<file path="src/rtl/apb_uart_tx_ctrl.sv">
// APB-slave UART transmitter: CTRL/DIV/STATUS registers, TX FIFO and frame serialiser
// sharing one clock domain; zero-wait-state slave with error response on unmapped addresses.
module apb_uart_tx_ctrl #(
  parameter int ADDR_W      = 12,
  parameter int FIFO_DEPTH  = 16,
  parameter int DATA_BITS   = 8,
  parameter int DIV_W       = 16,
  parameter int DEFAULT_DIV = 433
) (
  input  logic              pclk,
  input  logic              preset,
  input  logic              psel,
  input  logic              penable,
  input  logic              pwrite,
  input  logic [ADDR_W-1:0] paddr,
  input  logic [31:0]       pwdata,
  output logic [31:0]       prdata,
  output logic              pready,
  output logic              pslverr,
  output logic              uart_tx_o,
  output logic              tx_busy_o
);

  localparam int AW = $clog2(FIFO_DEPTH);
  localparam int LW = AW + 1;

  typedef enum logic [2:0] {S_IDLE, S_START, S_DATA, S_PARITY, S_STOP} state_t;

  // APB decode
  logic       w_access, w_addr_ok, w_wr, w_rd;
  logic [1:0] w_sel;
  logic       w_unused;

  assign w_access  = psel & penable;
  assign w_addr_ok = (paddr[ADDR_W-1:4] == '0);
  assign w_wr      = w_access & pwrite & w_addr_ok;
  assign w_rd      = w_access & ~pwrite & w_addr_ok;
  assign w_sel     = paddr[3:2];
  assign pready    = 1'b1;
  assign pslverr   = w_access & ~w_addr_ok;
  assign w_unused  = ^{pwdata, paddr[1:0]};

  // Registers
  logic [3:0]       r_ctrl;
  logic [DIV_W-1:0] r_div;
  logic             r_ovf;

  // FIFO
  logic [DATA_BITS-1:0] r_mem [FIFO_DEPTH];
  logic [AW-1:0]        r_wptr, r_rptr;
  logic [LW-1:0]        r_level;
  logic                 w_full, w_empty, w_push_req, w_push, w_pop;

  assign w_full     = (r_level == LW'(FIFO_DEPTH));
  assign w_empty    = (r_level == '0);
  assign w_push_req = w_wr && (w_sel == 2'd0);
  assign w_push     = w_push_req && !w_full;

  // Serialiser state and per-frame copies of the configuration
  state_t               r_state, w_state_nxt;
  logic [DIV_W-1:0]     r_cnt, r_f_div;
  logic [DATA_BITS-1:0] r_shift;
  logic [2:0]           r_bit_idx;
  logic                 r_stop_idx, r_f_par_en, r_f_par_bit, r_f_two_stop;
  logic                 r_tx;
  logic                 w_tick, w_can_pop, w_tx_nxt;

  assign w_tick    = (r_cnt == '0);
  assign w_can_pop = r_ctrl[0] && !w_empty;
  assign uart_tx_o = r_tx;
  assign tx_busy_o = (r_state != S_IDLE);

  always_ff @(posedge pclk) begin
    // NOTE: sequential state uses non-blocking assignments so every register samples pre-edge values.
    if (preset) begin
      r_ctrl <= '0;
      r_div  <= DIV_W'(DEFAULT_DIV);
      r_ovf  <= 1'b0;
    end else begin
      if (w_wr && (w_sel == 2'd1)) r_ctrl <= pwdata[3:0];
      if (w_wr && (w_sel == 2'd2)) r_div  <= pwdata[DIV_W-1:0];
      // A dropped push reports overflow even when a pop frees a slot in the same cycle
      if (w_push_req && w_full)                         r_ovf <= 1'b1;
      else if (w_wr && (w_sel == 2'd3) && pwdata[3])    r_ovf <= 1'b0;
    end
  end

  // NOTE: storage array is not reset; flushing the pointers is enough to make it empty.
  always_ff @(posedge pclk) begin
    if (w_push) r_mem[r_wptr] <= pwdata[DATA_BITS-1:0];
  end

  always_ff @(posedge pclk) begin
    if (preset) begin
      r_wptr  <= '0;
      r_rptr  <= '0;
      r_level <= '0;
    end else begin
      if (w_push) r_wptr <= r_wptr + AW'(1);
      if (w_pop)  r_rptr <= r_rptr + AW'(1);
      case ({w_push, w_pop})
        2'b10:   r_level <= r_level + LW'(1);
        2'b01:   r_level <= r_level - LW'(1);
        default: r_level <= r_level;
      endcase
    end
  end

  always_ff @(posedge pclk) begin
    if (preset) r_state <= S_IDLE;
    else        r_state <= w_state_nxt;
  end

  always_comb begin
    // NOTE: defaults first so no path through the case leaves a variable unassigned (no latch).
    w_state_nxt = r_state;
    w_pop       = 1'b0;
    unique case (r_state)
      S_IDLE: begin
        if (w_can_pop) begin
          w_pop       = 1'b1;
          w_state_nxt = S_START;
        end
      end
      S_START:  if (w_tick) w_state_nxt = S_DATA;
      S_DATA: begin
        if (w_tick && (r_bit_idx == 3'(DATA_BITS - 1)))
          w_state_nxt = r_f_par_en ? S_PARITY : S_STOP;
      end
      S_PARITY: if (w_tick) w_state_nxt = S_STOP;
      S_STOP: begin
        if (w_tick && (!r_f_two_stop || r_stop_idx)) begin
          if (w_can_pop) begin
            w_pop       = 1'b1;
            w_state_nxt = S_START;
          end else begin
            w_state_nxt = S_IDLE;
          end
        end
      end
      default: w_state_nxt = S_IDLE;
    endcase
  end

  always_comb begin
    w_tx_nxt = 1'b1;
    case (r_state)
      S_START:  w_tx_nxt = 1'b0;
      S_DATA:   w_tx_nxt = r_shift[0];
      S_PARITY: w_tx_nxt = r_f_par_bit;
      default:  w_tx_nxt = 1'b1;
    endcase
  end

  always_ff @(posedge pclk) begin
    if (preset) begin
      r_tx         <= 1'b1;
      r_cnt        <= '0;
      r_f_div      <= '0;
      r_shift      <= '0;
      r_bit_idx    <= '0;
      r_stop_idx   <= 1'b0;
      r_f_par_en   <= 1'b0;
      r_f_par_bit  <= 1'b0;
      r_f_two_stop <= 1'b0;
    end else begin
      r_tx <= w_tx_nxt;
      if (w_pop) begin
        // Odd parity (CTRL[2]=1) is the inverse of the data XOR
        r_shift      <= r_mem[r_rptr];
        r_f_par_en   <= ^r_ctrl[2:1];
        r_f_par_bit  <= (^r_mem[r_rptr]) ^ r_ctrl[2];
        r_f_two_stop <= r_ctrl[3];
        r_f_div      <= r_div;
        r_cnt        <= r_div;
        r_bit_idx    <= '0;
        r_stop_idx   <= 1'b0;
      end else if (r_state != S_IDLE) begin
        if (w_tick) begin
          r_cnt <= r_f_div;
          if (r_state == S_DATA) begin
            r_shift   <= r_shift >> 1;
            r_bit_idx <= r_bit_idx + 3'd1;
          end
          if (r_state == S_STOP) r_stop_idx <= 1'b1;
        end else begin
          r_cnt <= r_cnt - DIV_W'(1);
        end
      end
    end
  end

  always_comb begin
    prdata = '0;
    if (w_rd) begin
      case (w_sel)
        2'd1:    prdata = {28'd0, r_ctrl};
        2'd2:    prdata = 32'(r_div);
        2'd3:    prdata = {16'd0, 8'(r_level), 4'd0, r_ovf, tx_busy_o, w_full, w_empty};
        default: prdata = '0;
      endcase
    end
  end

endmodule

</file>
<file path="config.mk">
export PLATFORM = sky130hd
export DESIGN_NAME = apb_uart_tx_ctrl
export DESIGN_NICKNAME = d
export VERILOG_FILES = /design/src/rtl/apb_uart_tx_ctrl.sv
export SDC_FILE = /design/constraint.sdc
export NUM_CORES = 1
export LEC_CHECK = 0
export BUFFER_PORTS_ARGS = -buffer_cell sky130_fd_sc_hd__buf_2
export CORE_ASPECT_RATIO = 0.7
export CORE_UTILIZATION = 59
export DETAILED_ROUTE_END_ITERATION = 6
export PLACE_DENSITY = 0.79
export REMOVE_ABC_BUFFERS = 1
export SETUP_SLACK_MARGIN = 0.02
export SLEW_MARGIN = 0
export SYNTH_ARGS = -nofsm -noshare
export SYNTH_HDL_FRONTEND = slang
export SYNTH_SLANG_ARGS = --single-unit
</file>
<file path="constraint.sdc">
create_clock -name pclk -period 4.19 [get_ports pclk]
set_input_delay 0 -clock pclk [delete_from_list [all_inputs] [get_ports pclk]]
set_output_delay 0 -clock pclk [all_outputs]
set_load 0.02 [all_outputs]
</file>
* After elaboration in Yosys (flattened, before gate mapping)
Memory sizes are Yosys's and may differ from the RTL's. A register that Yosys moved wholly into a read port is not among the register bits.
Cells that the tools add are included.
** Word-level totals
- Register bits :: 85
- Memory bits (writable) :: 128
- Memories kept :: 1
** Operators by class
- $add $sub $neg :: 6
- Equal/unequal tests :: 16
- Mux-type cells :: 28
- Bitwise operators :: 9
- Reduce and logical (&&, ||, !) cells :: 32
** Memories
- r_mem :: words 16, bits a word 8, read ports 1, clocked after Yosys merged registers in 1, wr ports 1, line 49 : logic [DATA_BITS-1:0] r_mem [FIFO_DEPTH];
** Operators by type and width (count)
- $mux 16 :: 4
- $pmux 16 s3 :: 1
- $mux 8 :: 4
- $mux 3 :: 6
- $logic_not 16->1 :: 1
- $sub 16x1->16 const B :: 1
- $pmux 3 s5 :: 1
- $logic_and 1x1->1 :: 10
- $ne 2x2->1 const B :: 5
- $pmux 5 s2 :: 1
- $reduce_bool 2->1 :: 5
- $reduce_and 3->1 :: 3
- $add 4x1->4 const B :: 2
- $logic_not 8->1 :: 1
- $mux 4 :: 2
- $reduce_xor 8->1 :: 1
- $mux 1 :: 7
- $and 1x1->1 :: 6
- $eq 2x2->1 const B :: 3
- $eq 3x2->1 const B :: 2
- $eq 3x3->1 const B :: 2
- $add 5x1->5 const B :: 1
- $eq 5x5->1 const B :: 1
- $logic_not 5->1 :: 1
- other kinds (16) :: 20

* Logic depth before layout (Yosys ltp)
- Depth in word-level cells :: 8
- Mapped depth :: 17
- Depth with buffers taken out :: 13

* Worst setup path before layout
No wires, ideal clock.
- Kind :: register to register
- Start point :: register r_cnt[0]
- End point :: register r_level[4]
- Setup time :: 0.134 ns
- Data arrival time :: 3.602 ns
- Required time :: 4.056 ns
- Path slack :: 0.454 ns
- Stages on the path, launching flop included :: 18
- Clock period less this slack :: 3.736 ns
- Path through :: dfxtp_1 > inv_1 > ha_1 > nor3b_2 > nand4_1 > o31a_1 > nand2b_1 > buf_8 > inv_2 > buf_2 > buf_2 > ha_1 > clkbuf_1 > xor2_1 > ha_1 > a31oi_1 > o211a_1 > or4_1
** Between the ends
- Longest elaborated chain between the ends :: 6
- Elaborated cells between the ends (all ways) :: 8
- Those cells by class :: eq/ne: 2; mux: 3; reduce/logical: 3
** Ends and longest elaborated chain
- start, declared :: line 61 : logic [DIV_W-1:0] r_cnt, r_f_div;
- start signal, assigned :: line 175 : r_cnt <= r_div;
- start signal, assigned :: line 180 : r_cnt <= r_f_div;
- start signal, assigned :: line 187 : r_cnt <= r_cnt - DIV_W'(1);
- $logic_not 16->1 (*) :: line 68 : assign w_tick = (r_cnt == '0);
- $logic_and 1x1->1 (*) :: line 132 : if (w_tick && (!r_f_two_stop || r_stop_idx)) begin
- $mux 1 (*) :: line 132
- $pmux 1 s2 (*) :: line 118 : unique case (r_state)
- via w_pop :: line 52 : logic w_full, w_empty, w_push_req, w_push, w_pop;
- $eq 2x1->1 / $eq 2x2->1 (equally long branches) :: line 101 : case ({w_push, w_pop})
- $pmux 5 s2 / $reduce_bool 2->1 (equally long branches)
- end signal, assigned :: line 102 : 2'b10: r_level <= r_level + LW'(1);
- end signal, assigned :: line 103 : 2'b01: r_level <= r_level - LW'(1);
- end signal, assigned :: line 104 : default: r_level <= r_level;
- end, declared :: line 51 : logic [LW-1:0] r_level;
Mark *: on every way through the listed nets, which the timed path passes. The rest lies on a longest branch.
A chain may end at the register's enable or synchronous reset.

* Final worst setup path
- Start point :: register r_cnt[0]
- End point :: register r_level[4]
** Between the ends
- Longest elaborated chain between the ends :: 6
- Elaborated cells between the ends (all ways) :: 8
- Those cells by class :: eq/ne: 2; mux: 3; reduce/logical: 3
** Ends and longest elaborated chain (line)
- $logic_not 16->1 (*) :: 68
- $logic_and 1x1->1 (*) :: 132
- $mux 1 (*) :: 132
- $pmux 1 s2 (*) :: 118
- $eq 2x1->1 / $eq 2x2->1 (equally long branches) :: 101
- $pmux 5 s2 / $reduce_bool 2->1 (equally long branches)
Mark *: on every way between the ends. The rest lies on a longest branch, timed or not.

==> impl_metrics.csv <==
group,metric,value,unit
status,run_status,"complete, no violations",
detailed_routing,vias_after_detailed_routing,6369,
floorplan,die-width,154,µm
min_path,worst_hold_path.num_cells,4,
cts,cts_made_buffers,22,
grt,grt_start_max_net_pins,71,
power_and_ir_drop,p_comb_share,5.9,%
power_and_ir_drop,design_power_total,4.49,mW
detailed_routing,post-route-drc-count,0,
cts,clock_path_buffers,3,
worst_setup_path,critical_path.max_fanout,13,
worst_setup_path,end_kind,"flip-flop",
worst_setup_path,crit_arrival,4.14,ns
worst_setup_path,crit_top_cell,"sky130_fd_sc_hd__ha_1",
placed_design,placement.setup.worst_slack,0.578,ns
placed_design,placed_cell_area,0.00983,mm²
cells_and_area,leading_cell_types_in_the_layout_fill_and_taps_excluded,"sky130_fd_sc_hd__edfxtp_1, sky130_fd_sc_hd__nor2_1, sky130_fd_sc_hd__dfxtp_1",
cts,numClockSinks,217,
grt,grt_antenna_before_repair,0,
worst_setup_path,timing.reg2reg.worst_path_depth,14,
sta,rsz0062_at_grt,"no",
grt,grt_remaining_overflow,0,
cells_and_area,layout.nets,875,
sta,worst_slack,0.420,ns
detailed_routing,drt_first_iter_violations,727,
cts,path_clk_slew,0.07,ns
floorplan,floorplan.initialDensity,61.1,%
placed_design,place.gp.congestion,0.817,
sta,tightestPinTransition,1.20,ns
sta,clock-skew-final,0.0117,ns
worst_setup_path,worst-endpoint-required,4.56,ns
sta,fin_crit,3.77,ns
yosys,post_synth_num_cell_types,61,
sta,hold_ws,0.0856,ns
power_and_ir_drop,netSwitchingPower,0.974,mW
placed_design,placed_cells,973,
detailed_routing,postRouteAntennaNets,0,
cts,ctsResizeCount,0,
power_and_ir_drop,intPower,3.52,mW
grt,grt_pass1_wl,32700,µm
sta,finalSetupViolations,0,
sta,slew_headroom,19.9,%
floorplan,num_io_pins,85,
yosys,synth_seq_cells,217,
power_and_ir_drop,vdd_drop_max,0.263,mV
yosys,count_of_flip_flops_with_a_built_in_enable_after_synthesis,128,
detailed_routing,drt-vias-per-instance,6.18,
yosys,synth_flop_cell,"sky130_fd_sc_hd__edfxtp_1",
detailed_routing,postRouteWirelength,20800,µm
floorplan,die_area,0.0167,mm²
power_and_ir_drop,switching_share,21.7,%
sta,tns,0,ns
cells_and_area,drive_above_1_share,16.1,%
cells_and_area,antenna_cells_inserted,0,
yosys,mappedNetlistArea,0.00956,mm²
cts,clk-insertion-delay-late,0.50,ns
cts,clock_tree.root_cell,"sky130_fd_sc_hd__clkbuf_16",
sta,clock.fmax,265,MHz
min_path,timing.hold.worst.class,"input pin to flip-flop",
detailed_routing,drt_pass1_iterations,6,
power_and_ir_drop,power.static_leakage,3.79,nW
worst_setup_path,criticalPathCategory,"flip-flop to flip-flop",
run,drv_cap,0,
grt,grt_pass1_vias,6072,
placed_design,dp.final_hpwl,13500,µm
worst_setup_path,startpoint_type,"flip-flop",
sta,finalHoldViolations,0,
worst_setup_path,setup.worst_path.start,"r_cnt[0]",
power_and_ir_drop,p_seq_share,50.6,%
worst_setup_path,max_stage_delay,0.50,ns
grt,groute.usage.overall,25.5,%
cells_and_area,layout_commonest_cell,"sky130_fd_sc_hd__edfxtp_1",
yosys,synth-seq-area-share,58.8,%
yosys,synth_async_sr_flop_share,0,%
worst_setup_path,cp_cell_sequence,"inv_1 -> ha_1 -> nor3b_2 -> nand4_1 -> buf_4 -> o31a_1 -> nand2b_1 -> inv_2 -> ha_1 -> xor2_1 -> ha_1 -> a31oi_1 -> o211a_1 -> or4_1",
sta,final_min_period_over_clock_period,90.0,%
floorplan,floorplan.core_area,0.0156,mm²
detailed_routing,routed_wire_length_per_instance,20.2,µm
power_and_ir_drop,clockPowerShare,43.6,%
cells_and_area,synthToLayoutAreaGrowth,12.3,%
placed_design,io_buffer_count,49,
floorplan,die_y,108,µm
min_path,holdCritStartpoint,"paddr[3]",
worst_setup_path,worstReg2RegStart,"r_cnt[0]",
cells_and_area,final_util,68.6,%
cts,tritoncts,"done",
cells_and_area,fin_cells,1031,
cells_and_area,stdcell_area,0.0107,mm²
cts,cts_max_level,1,
floorplan,row_count,38,
cts,post_cts.repair.setup_buffers,0,
worst_setup_path,crit_slowest_cell,"sky130_fd_sc_hd__or4_1",
sta,final_slew_viol_count,0,
power_and_ir_drop,power-per-cell-area,418,mW/mm²
yosys,syn-mean-instance-area,12.6,µm²
yosys,synthesis.yosys.warnings,0,
yosys,syn_inst,759,
[critical path: cells and delay by family (launching register included)]
family                   cells  cell delay (ns)
flip-flops                   1             0.35
AO/OA/AOI/OAI                3             0.57
buffers and inverters        3             0.37
AND/OR/NAND/NOR              4             1.32
XOR/XNOR                     1             0.24
adder cells (fa/ha/maj)      3             0.78
[flip-flops by register name, summed over array words and instances, names as in the netlist, 3 cells and up, named ones only]
| register | count |
|---|---|
| r_mem | 128 |
| r_cnt | 16 |
| r_div | 16 |
| r_f_div | 16 |
| r_shift | 8 |
| r_level | 5 |
| r_ctrl | 4 |
| r_rptr | 4 |
| r_wptr | 4 |
| r_bit_idx | 3 |
| r_state | 3 |
[cells in the mapped netlist, drive strengths merged (10+ instances only)]
master | n | area share, %
nor2 | 92 | 3.6
clkbuf | 28 | 1.1
o211ai | 12 | 0.94
mux4 | 36 | 8.9
xor2 | 14 | 1.3
edfxtp | 128 | 40
o21ai | 10 | 0.52
nand3 | 15 | 0.79
a211oi | 10 | 0.79
a21oi | 30 | 1.6
nor3 | 22 | 1.3
a311oi | 12 | 1.1
nand2 | 77 | 3.0
buf | 35 | 2.9
inv | 12 | 0.47
dfxtp | 89 | 19
mux2i | 33 | 3.5
ha | 11 | 1.4
[path summary, 6_finish.rpt]
check | to | slack [ns]
setup / recovery | r_level[4] | 0.42
hold / removal | r_wptr[1] | 0.09
setup reg to reg | r_level[4] | 0.42
hold reg to reg | r_f_div[10] | 0.45
[cells by family after synthesis]
| family | Yosys count | share of synthesized area (%) |
|---|---|---|
| simple gates | 254 | 12.2 |
| compound gates | 99 | 6.99 |
| flops | 217 | 58.8 |
| buf+inv | 75 | 4.48 |
| other cells | 2 | 0.0786 |
| fa+ha+maj | 11 | 1.44 |
| xor+xnor | 26 | 2.89 |
| mux | 75 | 13.1 |
[per-layer routing]
metal | track usage [%] | wire length [µm]
met5 | 0 | 0
met4 | 6.07 | 377
met3 | 3.77 | 1500
met2 | 40.8 | 9610
met1 | 37.1 | 9350
[power groups by stage]
stage	registers [mW]	clock network [mW]	logic [mW]
after CTS	2.27	1.97	0.257
after global routing	2.27	2.05	0.286
final	2.27	1.96	0.263
after floorplan	2.31	0	0.146
after global placement	2.32	0	0.235
after detailed placement	2.32	0	0.242
[layout make-up]
class	count	area [µm²]
Fill cell	1058	4900
Clock buffer	32	663
Timing Repair Buffer	80	523
Tap cell	200	250
Multi-Input combinational cell	482	3560
Inverter	12	45.0
Clock inverter	8	65.1
Sequential cell	217	5630
[what timing repair did]
item                                    4_1_cts  5_1_grt
endpoints found under the hold margin       154        0
endpoints found under the setup margin        0        0
hold buffers                                 18        0
(Power assumes the default switching activity.)
